<file path="src/rtl/mul_arbiter_if.sv">
//==============================================================================
// Module      : mul_arbiter_if
// Description : Requester, response and multiplier-control signals of the
//               two-requester multiplier arbiter.
// Revision    : 1.0 - initial release
//==============================================================================
`default_nettype none

interface mul_arbiter_if #(
    parameter int WIDTH = 32
);
    logic                 req0;
    logic                 req1;
    logic [WIDTH-1:0]     a0;
    logic [WIDTH-1:0]     b0;
    logic [WIDTH-1:0]     a1;
    logic [WIDTH-1:0]     b1;
    logic                 gnt0;
    logic                 gnt1;
    logic                 done0;
    logic                 done1;
    logic [2*WIDTH-1:0]   result;
    logic                 err;
    logic                 st;
    logic [WIDTH-1:0]     mcand;
    logic [WIDTH-1:0]     mplier;
    logic [2*WIDTH-1:0]   product;
    logic                 mul_valid;

    // Arbiter side
    modport slave (
        input  req0, req1, a0, b0, a1, b1, product, mul_valid,
        output gnt0, gnt1, done0, done1, result, err, st, mcand, mplier
    );

    // Requesters plus multiplier datapath side
    modport master (
        output req0, req1, a0, b0, a1, b1, product, mul_valid,
        input  gnt0, gnt1, done0, done1, result, err, st, mcand, mplier
    );
endinterface

`default_nettype wire

</file>
<file path="src/rtl/mul_arbiter.sv">
//==============================================================================
// Module      : mul_arbiter
// Description : Round-robin arbiter sharing one multiplier between two
//               requesters, with a timeout abort while waiting for the result.
// Revision    : 1.0 - initial release
//==============================================================================
`default_nettype none

module mul_arbiter #(
    parameter int WIDTH   = 32,
    parameter int TIMEOUT = 40
) (
    input  wire            i_clk,
    input  wire            i_rst_n,
    mul_arbiter_if.slave   io_bus
);

    localparam int              CW         = (TIMEOUT > 1) ? $clog2(TIMEOUT) : 1;
    localparam logic [CW-1:0]   C_CNT_LOAD = CW'(TIMEOUT - 1);

    typedef enum logic [1:0] {
        S_IDLE  = 2'd0,
        S_START = 2'd1,
        S_WAIT  = 2'd2,
        S_RESP  = 2'd3
    } state_t;

    state_t                 r_state;
    state_t                 w_next;
    logic                   r_owner;
    logic                   r_last;
    logic [CW-1:0]          r_cnt;
    logic [WIDTH-1:0]       r_mcand;
    logic [WIDTH-1:0]       r_mplier;
    logic [2*WIDTH-1:0]     r_result;
    logic                   r_err;

    logic                   w_grant;
    logic                   w_sel;
    logic                   w_cnt_zero;

    assign w_cnt_zero = (r_cnt == '0);

    always_comb begin
        w_next  = r_state;
        w_grant = 1'b0;
        // On a tie the requester that was not served last wins
        w_sel   = (io_bus.req0 && io_bus.req1) ? ~r_last : io_bus.req1;
        case (r_state)
            S_IDLE: begin
                if (io_bus.req0 || io_bus.req1) begin
                    w_grant = 1'b1;
                    w_next  = S_START;
                end
            end
            S_START: w_next = S_WAIT;
            S_WAIT: begin
                if (io_bus.mul_valid || w_cnt_zero) begin
                    w_next = S_RESP;
                end
            end
            S_RESP:  w_next = S_IDLE;
            default: w_next = S_IDLE;
        endcase
    end

    always_ff @(posedge i_clk) begin
        if (!i_rst_n) begin
            r_state  <= S_IDLE;
            r_owner  <= 1'b0;
            r_last   <= 1'b1;
            r_cnt    <= '0;
            r_mcand  <= '0;
            r_mplier <= '0;
            r_result <= '0;
            r_err    <= 1'b0;
        end else begin
            r_state <= w_next;
            case (r_state)
                S_IDLE: begin
                    if (w_grant) begin
                        r_owner  <= w_sel;
                        r_mcand  <= w_sel ? io_bus.a1 : io_bus.a0;
                        r_mplier <= w_sel ? io_bus.b1 : io_bus.b0;
                    end
                end
                S_START: r_cnt <= C_CNT_LOAD;
                S_WAIT: begin
                    // A valid result wins over an expiring counter
                    if (io_bus.mul_valid) begin
                        r_result <= io_bus.product;
                        r_err    <= 1'b0;
                    end else if (w_cnt_zero) begin
                        r_result <= '0;
                        r_err    <= 1'b1;
                    end else begin
                        r_cnt <= r_cnt - 1'b1;
                    end
                end
                S_RESP:  r_last <= r_owner;
                default: ;
            endcase
        end
    end

    // Pulses are masked while reset is asserted so requests never see a grant
    assign io_bus.gnt0   = i_rst_n & w_grant & ~w_sel;
    assign io_bus.gnt1   = i_rst_n & w_grant &  w_sel;
    assign io_bus.st     = i_rst_n & (r_state == S_START);
    assign io_bus.done0  = i_rst_n & (r_state == S_RESP) & ~r_owner;
    assign io_bus.done1  = i_rst_n & (r_state == S_RESP) &  r_owner;
    assign io_bus.result = r_result;
    assign io_bus.err    = r_err;
    assign io_bus.mcand  = r_mcand;
    assign io_bus.mplier = r_mplier;

endmodule

`default_nettype wire

</file>
<file path="src/flat_wrapper.sv">
// flat-port wrapper written by rule: the top's interface ports become plain ports
module mul_arbiter_flat 
#(
    parameter int WIDTH   = 32,
    parameter int TIMEOUT = 40
)
  (i_clk, i_rst_n, io_bus_req0, io_bus_req1, io_bus_a0, io_bus_b0, io_bus_a1, io_bus_b1, io_bus_product, io_bus_mul_valid, io_bus_gnt0, io_bus_gnt1, io_bus_done0, io_bus_done1, io_bus_result, io_bus_err, io_bus_st, io_bus_mcand, io_bus_mplier);
  mul_arbiter_if #(.WIDTH(WIDTH)) io_bus_i ();
  input  wire i_clk;
  input  wire i_rst_n;
  input wire logic [$bits(io_bus_i.req0)-1:0] io_bus_req0;
  input wire logic [$bits(io_bus_i.req1)-1:0] io_bus_req1;
  input wire logic [$bits(io_bus_i.a0)-1:0] io_bus_a0;
  input wire logic [$bits(io_bus_i.b0)-1:0] io_bus_b0;
  input wire logic [$bits(io_bus_i.a1)-1:0] io_bus_a1;
  input wire logic [$bits(io_bus_i.b1)-1:0] io_bus_b1;
  input wire logic [$bits(io_bus_i.product)-1:0] io_bus_product;
  input wire logic [$bits(io_bus_i.mul_valid)-1:0] io_bus_mul_valid;
  output wire logic [$bits(io_bus_i.gnt0)-1:0] io_bus_gnt0;
  output wire logic [$bits(io_bus_i.gnt1)-1:0] io_bus_gnt1;
  output wire logic [$bits(io_bus_i.done0)-1:0] io_bus_done0;
  output wire logic [$bits(io_bus_i.done1)-1:0] io_bus_done1;
  output wire logic [$bits(io_bus_i.result)-1:0] io_bus_result;
  output wire logic [$bits(io_bus_i.err)-1:0] io_bus_err;
  output wire logic [$bits(io_bus_i.st)-1:0] io_bus_st;
  output wire logic [$bits(io_bus_i.mcand)-1:0] io_bus_mcand;
  output wire logic [$bits(io_bus_i.mplier)-1:0] io_bus_mplier;
  assign io_bus_i.req0 = io_bus_req0;
  assign io_bus_i.req1 = io_bus_req1;
  assign io_bus_i.a0 = io_bus_a0;
  assign io_bus_i.b0 = io_bus_b0;
  assign io_bus_i.a1 = io_bus_a1;
  assign io_bus_i.b1 = io_bus_b1;
  assign io_bus_i.product = io_bus_product;
  assign io_bus_i.mul_valid = io_bus_mul_valid;
  assign io_bus_gnt0 = io_bus_i.gnt0;
  assign io_bus_gnt1 = io_bus_i.gnt1;
  assign io_bus_done0 = io_bus_i.done0;
  assign io_bus_done1 = io_bus_i.done1;
  assign io_bus_result = io_bus_i.result;
  assign io_bus_err = io_bus_i.err;
  assign io_bus_st = io_bus_i.st;
  assign io_bus_mcand = io_bus_i.mcand;
  assign io_bus_mplier = io_bus_i.mplier;
  mul_arbiter #(.WIDTH(WIDTH), .TIMEOUT(TIMEOUT)) u_core (.i_clk(i_clk), .i_rst_n(i_rst_n), .io_bus(io_bus_i));
endmodule
</file>
<file path="config.mk">
export PLATFORM = sky130hd
export DESIGN_NAME = mul_arbiter_flat
export DESIGN_NICKNAME = d
export VERILOG_FILES = /design/src/rtl/mul_arbiter_if.sv /design/src/rtl/mul_arbiter.sv /design/src/flat_wrapper.sv
export SDC_FILE = /design/constraint.sdc
export NUM_CORES = 1
export LEC_CHECK = 0
export CAP_MARGIN = 20
export CORE_MARGIN = 10
export CORE_UTILIZATION = 35
export CTS_BUF_LIST = sky130_fd_sc_hd__clkbuf_8
export DETAILED_ROUTE_END_ITERATION = 10
export GPL_TIMING_DRIVEN = 1
export PLACE_DENSITY = 0.79
export SLEW_MARGIN = 25
export SYNTH_ARGS = -nofsm -noshare
export SYNTH_HDL_FRONTEND = slang
export SYNTH_SLANG_ARGS = --single-unit
</file>
<file path="constraint.sdc">
create_clock -name i_clk -period 1.5 [get_ports i_clk]
set_input_delay 0.225 -clock i_clk [delete_from_list [all_inputs] [get_ports i_clk]]
set_output_delay 0.225 -clock i_clk [all_outputs]
set_load 0.1 [all_outputs]
</file>
* After elaboration in Yosys (flattened, before gate mapping)
Index checks and enable logic that the tools add are counted.
Storage, ports and cells: logic and storage cells 52, output and inout port bits 134, flip-flop bits (word level) 139
Cells by class: equal/unequal tests 7, multiplexer cells 15, reductions and logical operators 11, bitwise logic cells 10, add/sub/neg operators 1
Operators with widths (number):
- $mux 64 | 2
- $mux 32 | 2
- $mux 6 | 2
- $pmux 6 s2 | 1
- $pmux 2 s4 | 1
- $and 1x1->1 | 7
- $logic_not 6->1 | 1
- $reduce_and 2->1 | 3
- $sub 6x1->6 const B | 1
- $mux 1 | 5
- $eq 2x2->1 const B | 2
- $mux 2 | 2
- $ne 2x1->1 const B | 2
- $ne 2x2->1 const B | 2
- $reduce_bool 2->1 | 2
- $not 1->1 | 3
- $reduce_and 3->1 | 1
- $eq 2x1->1 const B | 1
- $logic_not 2->1 | 1
- $logic_or 1x1->1 | 2
- $logic_and 1x1->1 | 1

* Depth between registers and ports, before layout
Gate-level depths: netlist (run 1).
word-level depth 5, mapped depth 8, gate-level depth less buffers 6

* Least setup slack after synthesis (run 1)
Ideal clock, no wire load.
path type flip-flop to output port, start register u_core.r_state[0], end output port io_bus_gnt0, setup slack -1.224 ns, data required time 1.275 ns, stages on the path, launching flop included 9, data arrival time 2.499 ns, cells stage by stage dfxtp_1 -> inv_1 -> ha_1 -> nor2b_1 -> buf_2 -> buf_2 -> buf_2 -> nand2_1 -> nor2_1
On the way: word-level cells in the longest chain between the ends 4
RTL lines:
- start: declaration | RTL line mul_arbiter.sv:28 | state_t r_state;
- start signal: assignment | RTL line mul_arbiter.sv:78 | r_state <= w_next;
- $logic_not 2->1 | RTL line mul_arbiter.sv:49 | case (r_state)
- $mux 1 | RTL line mul_arbiter.sv:49
- $and 1x1->1 (2 in series) | RTL line mul_arbiter.sv:107 | assign io_bus.gnt0 = i_rst_n & w_grant & ~w_sel;
- end: declaration | RTL line flat_wrapper.sv:19 | output wire logic [$bits(io_bus_i.gnt0)-1:0] io_bus_gnt0;
Every way passes these cells.

* Worst setup path after layout (run 1)
start register u_core.r_state[1], end output port io_bus_gnt1
On the way: word-level cells in the longest chain between the ends 4
RTL lines:
- $logic_not 2->1 | RTL line mul_arbiter.sv:49
- $mux 1 | RTL line mul_arbiter.sv:49
- $and 1x1->1 (2 in series) | RTL line mul_arbiter.sv:108 | assign io_bus.gnt1 = i_rst_n & w_grant & w_sel;
- end: declaration | RTL line flat_wrapper.sv:20 | output wire logic [$bits(io_bus_i.gnt1)-1:0] io_bus_gnt1;
Every way passes these cells.

==> summary.md, run 1 <==
| Metric | Value |
|---|---|
| Outcome | `complete, but fails checks` |
| Failing checks | `negative setup slack` |
| Chip height | `144.8 µm` |
| Mux cell area share after synthesis | `0.1232` |
| Hold Path Stages | `2` |
| Yosys top cell area share | `0.5102` |
| Max-cap violations | `0` |
| Crit path kind | `flop to primary output` |
| Placed Area | `10670 µm²` |
| Grt ovf | `0` |
| I/O Pins | `331` |
| Die width | `144.8 µm` |
| P per Cell Area | `2016 nW/µm²` |
| H-tree Lvls | `4` |
| Register area share after synthesis | `0.5102` |
| Clock Path Buffers | `2` |
| Synth-to-Final Area Change | `123.3%` |
| Library cells used by synthesis | `39` |
| Final setup vio count | `138` |
| Final period util | `1.194` |
| Adder-Cell Fraction of Synth Area | `0.01606` |
| Largest net degree at the start of global routing | `44` |
| Largest family of logic cells by synthesized area | `compound AO/OA/AOI/OAI gates` |
| Fmax | `558.2 MHz` |
| Top cell type by total area after synthesis | `dfxtp_1` |
| NetSw | `0.01182 W` |
| RSZ-0062 raised after global routing | `true` |
| Area contributors post-synth | `dfxtp_1 51%, mux2i_1 12%, a22o_1 10%, a211oi_1 9.1%, nor2_1 4.7%` |
| Tot Pwr | `0.02455 W` |
| Crit end category | `primary output` |
| Hold Fails Final Rpt | `0` |
| HP Start | `io_bus_product[51]` |
| Routed WL per cell | `24.92 µm` |
| CTS sink count | `139` |
| Via count | `5975` |
| Startpoint types | `flop` |
| Post-synthesis simple-gate area fraction | `0.07892` |
| Clock buffer count from CTS | `17` |
| Initial antenna violation count | `0` |
| HP Class | `input pin to flop` |
| Switching Share | `0.4815` |
| Synthesized area per cell | `10.65 µm²` |
| Total GRT Usage | `0.2163` |
| Port buffer count | `330` |
| Mapped Area | `5454 µm²` |
| Fin. max-slew vios | `0` |
| DRC viols | `0` |
| Vias in the first global route | `5924` |
| Number of cell rows | `45` |
| Cells after Synth | `512` |
| YS warnings | `0` |
| Internal | `0.01273 W` |
| #FFs+latches synth | `139` |
| Compound-gate portion of the synthesized area | `0.2207` |
| Vias per cell | `5.260` |
| Clock Skew | `18.86 ps` |
| Pre-antenna DRT Iters | `5` |
| Final WS setup | `-291.4 ps` |
| Req. time, crit path | `1270 ps` |
| Core area | `15260 µm²` |
| Worst Path Arrival | `1570 ps` |
| Worst skew pair latency | `450 ps` |
| Final wirelength | `28310 µm` |
| Fraction of layout cells with a size suffix above 1 | `0.3589` |
| Minimum clock period | `1791 ps` |
| CP Max Fanout | `3` |
| Post-Syn Nets | `716` |
| Clock power frac | `0.133` |
| Combinational power share | `0.641` |
| Slack of the worst reg-to-reg path | `-280 ps` |
| Final GP Congestion | `0.7768` |
| Nets | `1116` |
| Setup TNS | `-20750 ps` |
| First-pass GRT wire length | `34210 µm` |
| HPWL Detailed | `17720 µm` |
| Sequential power share | `0.226` |
| CTS tree | `yes` |
| FILL cells | `783` |
| 1st-iter DRT viols | `314` |
| Starting Density | `0.3574` |
| Cell leakage power | `4.838 nW` |
| Clk pin slew, worst setup/hold paths | `90 ps` |
| Worst VDD drop | `1.119 mV` |
| Slew headroom | `0.6522` |
| Hold path endpoint | `u_core.io_bus.result[51]` |
| Design area | `12180 µm²` |
| Worst r2r src | `u_core.r_state[0]` |
| Die area | `20980 µm²` |
| Root buf cell | `clkbuf_8` |
| Worst reg2reg path depth | `9` |
| Final ANT Viol Nets | `0` |
| XOR/XNOR Fraction of Synth Area | `0` |
| Diode count | `0` |
| FF-to-FF End | `u_core.io_bus.result[4]` |
| Worst slew pin tran | `521.7 ps` |
[repair_timing]
| item | CTS | global route |
|---|---|---|
| cloned | 6 | 15 |
| endpoints found under the hold margin | 0 | 0 |
| gates resized for setup | 28 | 70 |
| pin swaps | 18 | 59 |
| hold buffers | 0 | 0 |
| endpoints found under the setup margin | 64 | 118 |
| buffers inserted | 11 | 12 |
[flip-flops by register name, indices dropped and copies added, names as in the netlist]
name                  flops
u_core.r_last             1
u_core.r_owner            1
u_core.io_bus.mplier     32
u_core.r_state            2
u_core.io_bus.mcand      32
u_core.io_bus.result     64
u_core.r_cnt              6
u_core.io_bus.err         1
[placed cells by master (no fill, tap or decap), types with 5 or more instances in the layout]
cell type / count
clkdlybuf4s50_1: 196
buf_12: 142
dfxtp_1: 134
mux2i_1: 66
a22o_1: 64
nor2_1: 62
buf_4: 51
a211oi_1: 39
a211oi_2: 25
clkbuf_8: 17
clkbuf_16: 13
buf_8: 9
buf_16: 7
buf_6: 7
nand2_1: 5
a21oi_1: 5
ha_4: 5
[how the worst max path moves through the flow]
stage,start,endpoint,depth (start not counted),slack (ps)
3_5_place_dp,io_bus_req0,u_core.io_bus.mcand[21],7,-370
6_report,u_core.r_state[1],io_bus_gnt1,5,-290
2_1_floorplan,u_core.r_state[1],io_bus_gnt0,8,-300
5_1_grt,u_core.r_state[0],io_bus_gnt1,5,-350
3_3_place_gp,io_bus_req0,u_core.io_bus.mcand[9],7,-250
4_1_cts,u_core.r_state[0],io_bus_gnt1,5,-340
[power by group through the flow]
stage / clock [W] / combinational (W) / sequential (W)
5_1_grt: 0.00343 / 0.0162 / 0.00563
3_5_place_dp: 0 / 0.0132 / 0.00556
6_report: 0.00325 / 0.0157 / 0.00555
4_1_cts: 0.00321 / 0.0139 / 0.00549
3_3_place_gp: 0 / 0.0130 / 0.00551
2_1_floorplan: 0 / 0.00265 / 0.0106
[metrics by stage]
step                      setup WS, ps  cells  hold WS [ps]    util
after floorplan                 -299.3    512         321.2       -
after global placement          -246.1   1061         500.4  0.6990
after detailed placement        -365.1   1061         501.8  0.6990
after CTS                       -337.7   1110         358.0  0.7506
after global routing            -351.9   1136         366.2  0.7981
final                           -291.4   1136         381.4  0.7981
[per-layer routing]
layer | share of wire | vias to the layer above | track usage | routed length (µm)
met5 | 0 | - | 0 | 0
met4 | 0.031 | 0 | 0.07660 | 890
met3 | 0.12 | 58 | 0.1196 | 3410
met2 | 0.52 | 323 | 0.3843 | 14760
met1 | 0.33 | 2886 | 0.2058 | 9252
li1 | - | 2708 | - | -
[critical path, cell delays in order (launching register included)]
cell and delay (ps):
dfxtp_4 360, inv_4 60, ha_4 130, nor2b_4 190
and3_4 230, buf_12 170
[final cells by class]
class / count / area (µm²) / share of cell area
Multi-Input combinational cell: 324 / 2774 / 0.2278
Sequential cell: 139 / 2791 / 0.2292
Clock buffer: 17 / 234.0 / 0.01921
Inverter: 5 / 21.27 / 0.001747
Tap cell: 211 / 264.0 / 0.02168
Clock inverter: 15 / 173.9 / 0.01428
Timing Repair Buffer: 425 / 5919 / 0.4861
[logic make-up after synthesis]
kind of cell               count (synthesis)
DFF                                      139
buffers and inverters                     49
and+or+nand+nor                           99
AOI/OAI and AO/OA                        151
adders and majority gates                  7
muxes                                     67
[synth_stat cells, drive strengths merged]
library cell,n
dfxtp,139
nor2,69
a211oi,66
mux2i,66
a22o,64
buf,25
clkbuf,19
a21oi,7
ha,7
nand2,7
inv,5
o21ai,5
nor2b,4
nor3,4
and3,3
nand3,3
a21boi,2
and2,2
nand2b,2
a21o,1
a311oi,1
a31oi,1
a41oi,1
mux2,1
nand3b,1
nand4,1
nor4,1
nor4b,1
o211ai,1
o21a,1
o31ai,1
or3,1
Power figures use the tool's default switching activity.
==> run 2, diff against run 1 <==
--- a/config.mk
+++ b/config.mk
@@ -7,11 +7,10 @@
 export LEC_CHECK = 0
 export CAP_MARGIN = 20
 export CORE_MARGIN = 10
-export CORE_UTILIZATION = 35
-export CTS_BUF_LIST = sky130_fd_sc_hd__clkbuf_8
+export CORE_UTILIZATION = 34
 export DETAILED_ROUTE_END_ITERATION = 10
 export GPL_TIMING_DRIVEN = 1
-export PLACE_DENSITY = 0.79
+export PLACE_DENSITY = 0.77
 export SLEW_MARGIN = 25
 export SYNTH_ARGS = -nofsm -noshare
 export SYNTH_HDL_FRONTEND = slang
==> summary.md, run 2 (same netlist as run 1, synthesis figures left out) <==
| Metric | Value |
|---|---|
| First-pass GRT wire length | `35160 µm` |
| P per Cell Area | `2059 nW/µm²` |
| Die width | `146.7 µm` |
| Final wirelength | `25810 µm` |
| Clock buffer count from CTS | `17` |
| Hold Path Stages | `2` |
| Pre-antenna DRT Iters | `7` |
| Number of cell rows | `46` |
| Worst slew pin tran | `552.7 ps` |
| DRC viols | `0` |
| Root buf cell | `clkbuf_16` |
| Hold Fails Final Rpt | `0` |
| Port buffer count | `330` |
| Cell leakage power | `4.864 nW` |
| Grt ovf | `0` |
| Outcome | `complete, but fails checks` |
| Final ANT Viol Nets | `0` |
| Fmax | `569.1 MHz` |
| Met3 routed wirelength | `2552 µm` |
| Vias in the first global route | `5881` |
| Setup crit start | `u_core.r_state[1]` |
| Clk pin slew, worst setup/hold paths | `70 ps` |
| HP Start | `io_bus_product[5]` |
| FILL cells | `867` |
| Max Used Layer | `met4` |
| Initial antenna violation count | `0` |
| Die area | `21510 µm²` |
| RSZ-0062 raised after global routing | `true` |
| Total GRT Usage | `0.2104` |
| Worst VDD drop | `1.185 mV` |
| Largest net degree at the start of global routing | `45` |
| Worst Path Arrival | `1530 ps` |
| Startpoint types | `flop` |
| Setup TNS | `-18610 ps` |
| Post-Place Worst Slack | `-353.8 ps` |
| Vias per cell | `5.036` |
| Cts hold-fix bufs | `0` |
| CTS sink count | `139` |
| Final GP Congestion | `0.8249` |
| Fraction of layout cells with a size suffix above 1 | `0.3647` |
| Worst r2r src | `u_core.r_state[1]` |
| Clock Skew | `15.67 ps` |
| Minimum clock period | `1757 ps` |
| Fin. max-slew vios | `0` |
| Diode count | `0` |
| Crit end category | `primary output` |
| 1st-iter DRT viols | `231` |
| Multi-input logic area | `2778 µm²` |
| Post-Layout Cell Count | `1140` |
| Failing checks | `negative setup slack` |
| M1 wire length | `9486 µm` |
| Final setup vio count | `137` |
| Commonest non-fill, non-tap cell in the layout | `clkdlybuf4s50_1` |
| HP Class | `input pin to flop` |
| Starting Density | `0.3446` |
| Placed Cells incl. Taps | `1069` |
| Routed WL per cell | `22.64 µm` |
| Tot Pwr | `0.02529 W` |
| HPWL Detailed | `18250 µm` |
| Worst skew pair latency | `410 ps` |
| Core area | `15830 µm²` |
| Req. time, crit path | `1270 ps` |
| Via count | `5741` |
| Max reg flops | `64` |
| Worst reg2reg path depth | `10` |
| Max-cap violations | `0` |
| Clock Path Buffers | `2` |
| I/O Pins | `331` |
| Crit path kind | `flop to primary output` |
| DR WL met2 | `13330 µm` |
| Final WS setup | `-257.1 ps` |
| Register Area | `2790 µm²` |
| Nets | `1115` |
| CTS tree | `yes` |
| Final period util | `1.171` |
| Most frequent cells in the layout | `196 x clkdlybuf4s50_1, 146 x buf_12, 133 x dfxtp_1, 66 x mux2i_1, 63 x a22o_1` |
| Chip height | `146.7 µm` |
| H-tree Lvls | `4` |
| Slew headroom | `0.6315` |
| Synth-to-Final Area Change | `125.2%` |
| CP Max Fanout | `4` |
[run 2: worst paths after layout]
path / endpoint / slack [ps]
hold / removal: u_core.io_bus.result[5] / 410
setup reg to reg: u_core.io_bus.mplier[2] / -240
hold reg to reg: u_core.io_bus.mplier[18] / 530
setup / recovery: io_bus_gnt1 / -260
[run 2: through the flow]
step / hold slack (ps) / utilization / cell area [µm²]
finish: 409.7 / 0.7760 / 12280
global route: 398.1 / 0.7760 / 12280
CTS: 402.3 / 0.7326 / 11600
detailed placement: 500.1 / 0.6780 / 10730
global placement: 493.8 / 0.6780 / 10730
floorplan: 321.2 / - / 5539
[run 2: where the power goes]
group	leakage (nW)	switching [W]	internal, W	total (W)
registers	1.14	0.000955	0.00458	0.00554
logic	3.45	0.00906	0.00651	0.0156
clock network	0.272	0.00169	0.00250	0.00419
[run 2: cell type report]
class / instances / area share
timing repair buffer: 424 / 0.4754
tap: 216 / 0.02200
multi-input combinational: 324 / 0.2262
inverter: 5 / 0.001528
clock inverter: 13 / 0.01161
sequential: 139 / 0.2272
clock buffer: 19 / 0.03606
[run 2: worst max-delay path, cell delays in order, from the launching register on]
cell	delay, ps
dfxtp_2	320
inv_2	70
ha_4	140
nor2b_4	200
and3_4	220
buf_12	170
[run 2: layer usage]
metal | vias up | track usage
li1 | 2705 | -
met1 | 2739 | 0.2203
met2 | 272 | 0.3693
met3 | 25 | 0.09518
met4 | 0 | 0.06356
met5 | - | 0
[run 2: repair_timing]
item,in CTS,in global routing
gates cloned,4,12
buffers inserted,10,16
setup endpoints to repair,52,138
resized for setup,16,88
pin swaps,6,57
